==> config.mk <==
export PLATFORM = sky130hd
export DESIGN_NAME = jk_drive_ctrl
export DESIGN_NICKNAME = d
export VERILOG_FILES = /design/src/rtl/jk_drive_ctrl.sv
export SDC_FILE = /design/constraint.sdc
export NUM_CORES = 1
export LEC_CHECK = 0
export ABC_AREA = 1
export CAP_MARGIN = 20
export CORE_ASPECT_RATIO = 1.2
export CORE_MARGIN = 2
export CORE_UTILIZATION = 47
export DETAILED_ROUTE_END_ITERATION = 6
export GPL_TIMING_DRIVEN = 0
export PLACE_DENSITY = 0.88
export RECOVER_POWER = 25
export SLEW_MARGIN = 40
export SYNTH_ARGS = -nofsm -noshare
export SYNTH_HDL_FRONTEND = slang
export SYNTH_SLANG_ARGS = --single-unit
==> constraint.sdc <==
create_clock -name clk -period 1.87 [get_ports clk]
set_clock_uncertainty 0.05 [all_clocks]
set_input_delay 0.374 -clock clk [delete_from_list [all_inputs] [get_ports clk]]
set_output_delay 0.374 -clock clk [all_outputs]
set_load 0.02 [all_outputs]
==> src/rtl/jk_drive_ctrl.sv <==
// Sequencer that drives an external bank of JK flip-flops to a requested value,
// verifies the result through q_fb, retries a bounded number of times, then flags error.
//
// state | meaning
// IDLE  | waiting for a request, req_ready high
// DRIVE | j/k excitation presented for one cycle
// CHECK | bank settled, q_fb compared to target on exit
// ERR   | retries exhausted, err held until err_clr
module jk_drive_ctrl #(
  parameter int WIDTH      = 4,
  parameter int MAX_RETRY  = 3,
  parameter int USE_TOGGLE = 0
) (
  input  logic             clk,
  input  logic             rst,
  input  logic             req_valid,
  input  logic [WIDTH-1:0] req_data,
  output logic             req_ready,
  input  logic [WIDTH-1:0] q_fb,
  output logic [WIDTH-1:0] j,
  output logic [WIDTH-1:0] k,
  output logic             busy,
  output logic             done,
  output logic             err,
  input  logic             err_clr
);

  localparam int RW = (MAX_RETRY < 1) ? 1 : $clog2(MAX_RETRY + 1);

  typedef enum logic [1:0] {IDLE, DRIVE, CHECK, ERR} state_t;

  state_t           state;
  logic [WIDTH-1:0] target;
  logic [RW-1:0]    retry;

  // Returns {j, k} that move q toward t in one clock of the external flops.
  function automatic logic [2*WIDTH-1:0] excite(input logic [WIDTH-1:0] t,
                                                input logic [WIDTH-1:0] q);
    if (USE_TOGGLE != 0) return {t ^ q, t ^ q};
    else                 return {t & ~q, ~t & q};
  endfunction

  always_ff @(posedge clk) begin
    if (rst) begin
      state  <= IDLE;
      target <= '0;
      retry  <= '0;
      j      <= '0;
      k      <= '0;
      done   <= 1'b0;
      err    <= 1'b0;
    end else begin
      done <= 1'b0;
      j    <= '0;
      k    <= '0;
      case (state)
        IDLE: begin
          if (req_valid) begin
            target <= req_data;
            retry  <= '0;
            {j, k} <= excite(req_data, q_fb);
            state  <= DRIVE;
          end
        end
        DRIVE: state <= CHECK;
        CHECK: begin
          if (q_fb == target) begin
            done  <= 1'b1;
            state <= IDLE;
          end else if (retry >= RW'(MAX_RETRY)) begin
            err   <= 1'b1;
            state <= ERR;
          end else begin
            retry  <= retry + RW'(1);
            {j, k} <= excite(target, q_fb);
            state  <= DRIVE;
          end
        end
        ERR: begin
          if (err_clr) begin
            err   <= 1'b0;
            state <= IDLE;
          end
        end
      endcase
    end
  end

  assign req_ready = (state == IDLE);
  assign busy      = (state == DRIVE) || (state == CHECK);

endmodule

==> impl_metrics.json, run 1 <==
{
  "timing.final.crit_share": 0.9512,
  "slew_violations": 0,
  "syn_area_per_cell_sq_um": 7.548,
  "cts_resized": 2,
  "syn_nets": 148,
  "hold_buffers": 0,
  "cp_max_fo": 6,
  "placed_area_sq_um": 1190,
  "fin_area_sq_um": 1212,
  "synth_compound_area_frac": 0.1029,
  "clock_latency_ps": 280,
  "p_leak_uw": 0.0005710,
  "synth.distinct_cells": 16,
  "drc_errors": 0,
  "r2r_cells": 7,
  "port_buffers": 23,
  "ant_nets": 0,
  "vdd_ir_drop_max_mv": 0.5407,
  "worstHoldPathType": "flip-flop to flip-flop",
  "synth_top_family_by_area": "simple AND/OR/NAND/NOR gates",
  "antenna_found_initial": 0,
  "synthCells": 124,
  "gr-usage-all-layers": 0.1706,
  "crit_path_start_kind": "input port",
  "hold_viol": 0,
  "yosys_warnings": 0,
  "via_per_inst": 5.047,
  "reg2reg_to": "k[3]",
  "setup_viol": 0,
  "post-cts-setup-buffers": 0,
  "dr.pass1.iters": 4,
  "p_per_area_nw_per_um2": 879.7,
  "regToRegSetupSlack_ps": 390,
  "rows": 17,
  "grt_pass1_vias": 791,
  "place_hpwl_mm": 1.430,
  "fp.dieW_um": 44.74,
  "cts_tree": "yes",
  "die_h_um": 52.88,
  "h-tree-depth": 1,
  "max_stage_delay_ps": 500,
  "synth-seq-area-share": 0.3850,
  "nets": 176,
  "fillers": 171,
  "routed_wirelength_mm": 1.778,
  "ys_seq_elements": 18,
  "ios": 24,
  "diodes": 0,
  "root_buffer": "clkbuf_4",
  "routedWlPerCell_um": 10.52,
  "slowest_stage": "clkdlybuf4s50_1",
  "critPathCaptureType": "flip-flop",
  "drv_cap": 0,
  "vias": 853,
  "synth-xor-area-share": 0,
  "synth-adder-area-share": 0.1604,
  "startpoint": "q_fb[1]",
  "fmax_mhz": 562.2,
  "netlist_area_sq_um": 935.9,
  "slew_headroom": 0.7054,
  "required_ps": 2000,
  "min_period_ps": 1779,
  "area_growth_pct": 29.55,
  "timing.rr.start": "state[0]",
  "grt_pass1_wl_mm": 3.042,
  "grt_start_max_net_pins": 11,
  "status": "finished clean",
  "cts_buffer_depth": 2,
  "cp-endpoint": "err",
  "dp_cells": 166,
  "die-area_sq_um": 2366,
  "cp_cell_sequence": "clkdlybuf4s50_1 > inv_1 > ha_1 > nand2_1 > nor2_4 > nand2_2 > a21oi_1 > nor2_1",
  "core_sq_um": 1851,
  "clock_sinks": 18,
  "crit_arrival_ps": 1900,
  "synthSimpleGateAreaFrac": 0.2714,
  "start_util": 0.5057,
  "worst_pin_slew_ps": 441.9,
  "drtIter0Drc": 18,
  "cts_buffers": 3,
  "grt.overflow.total": 0,
  "synthMuxAreaShare": 0,
  "place_congestion": 0.7822,
  "worstSetupPathType": "input port to flip-flop",
  "drive_above_1_share": 0.06000,
  "cts.reportedPaths.clkPinSlew_ps": 90,
  "total_power_uw": 1067,
  "finalNonFillerCells": 169
}
-- sequential cells by signal, summed over array words and instances (netlist names) --
register  count
err           1
done          1
retry         2
k             4
j             4
target        4
state         2
-- placed cells by master, fill, tap and decap left out --
master / instances
nor3_1: 2
a21oi_1: 12
nand2_1: 32
clkbuf_4: 3
dlygate4sd3_1: 3
a21oi_2: 1
dlygate4sd2_1: 2
clkbuf_1: 1
ha_1: 12
nor2_1: 12
dfxtp_1: 18
inv_2: 1
nand3_1: 7
nor2_4: 1
or2_4: 1
nand2_2: 1
a211oi_1: 3
o21ai_0: 1
nor2_8: 1
clkdlybuf4s50_1: 18
inv_1: 18
-- how the worst min path moves through the flow --
stage,start,depth (start not counted),endpoint,slack [ps]
after detailed placement,retry[1],2,retry[1],420
after global placement,retry[1],2,retry[1],410
after global routing,target[3],2,target[3],470
final,retry[1],2,retry[1],430
after floorplan,rst,1,j[2],390
after CTS,retry[1],2,retry[1],440
-- routing by layer --
layer  global-route usage  share of wire  vias up
met1               0.1882           0.40      382
li1                     -              -      443
met5                    0              0        -
met4              0.05556          0.012        0
met3              0.03754          0.060        4
met2               0.3140           0.52       24
-- synth_stat cells --
library cell  number  area, sq um
nand2_1           33        123.9
o21ai_0            1        5.000
a21oi_1           12        60.06
ha_1              12        150.1
nor3_1             2        10.01
a211oi_1           3        22.52
a21oi_2            1        8.760
clkbuf_1           1        3.750
dfxtp_1           18        360.4
inv_2              1        3.750
or2_4              1        8.760
nor2_4             1        11.26
nor2_1            12        45.04
inv_1             18        67.56
nor2_8             1        20.02
nand3_1            7        35.03
-- where the power goes --
part | leakage (uW) | switching, uW | internal (uW)
combinational | 0.000410 | 260 | 169
clock | 0.0000138 | 107 | 74.6
sequential | 0.000147 | 25.4 | 431
total | 0.000571 | 392 | 675
-- through the flow --
| stage | setup WS, ps | util | TNS [ps] | hold WS (ps) |
|---|---|---|---|---|
| after floorplan | 424.5 | - | 0 | 386.4 |
| after global placement | -197.2 | 0.6430 | -899.0 | 405.1 |
| after detailed placement | -263.6 | 0.6430 | -1491 | 422.7 |
| after CTS | 36.98 | 0.6538 | 0 | 436.1 |
| after global routing | -8.621 | 0.6552 | -10.28 | 471.1 |
| final | 91.31 | 0.6552 | 0 | 434.9 |
-- cell families (layout without fill, tap and decap cells) --
| logic type | Yosys count | in the layout |
|---|---|---|
| fa+ha+maj | 12 | 12 |
| flops | 18 | 18 |
| buf+inv | 20 | 46 |
| simple gates | 57 | 57 |
| compound gates | 17 | 17 |
-- layout make-up --
| cell class | count | area, sq um | area share |
|---|---|---|---|
| clock buffer | 3 | 22.52 | 0.01858 |
| buffer | 1 | 3.754 | 0.003096 |
| tap | 19 | 23.77 | 0.01961 |
| multi-input combinational | 86 | 503.0 | 0.4149 |
| inverter | 19 | 71.32 | 0.05882 |
| timing repair buffer | 23 | 227.7 | 0.1878 |
| sequential | 18 | 360.3 | 0.2972 |
-- critical path, delay by kind of cell --
family	cells	cell delay (ps)
buffers and inverters	2	570
AND/OR/NAND/NOR	4	490
AO/OA/AOI/OAI	1	170
adder cells (fa/ha/maj)	1	280
Power figures use the tool's default switching activity.
==> run 2: changes to the inputs <==
--- a/config.mk
+++ b/config.mk
@@ -6,7 +6,6 @@
 export NUM_CORES = 1
 export LEC_CHECK = 0
 export ABC_AREA = 1
-export CAP_MARGIN = 20
 export CORE_ASPECT_RATIO = 1.2
 export CORE_MARGIN = 2
 export CORE_UTILIZATION = 47
==> results of run 2 <==
No change in the layout: final DEF, timing and power equal those of run 1.
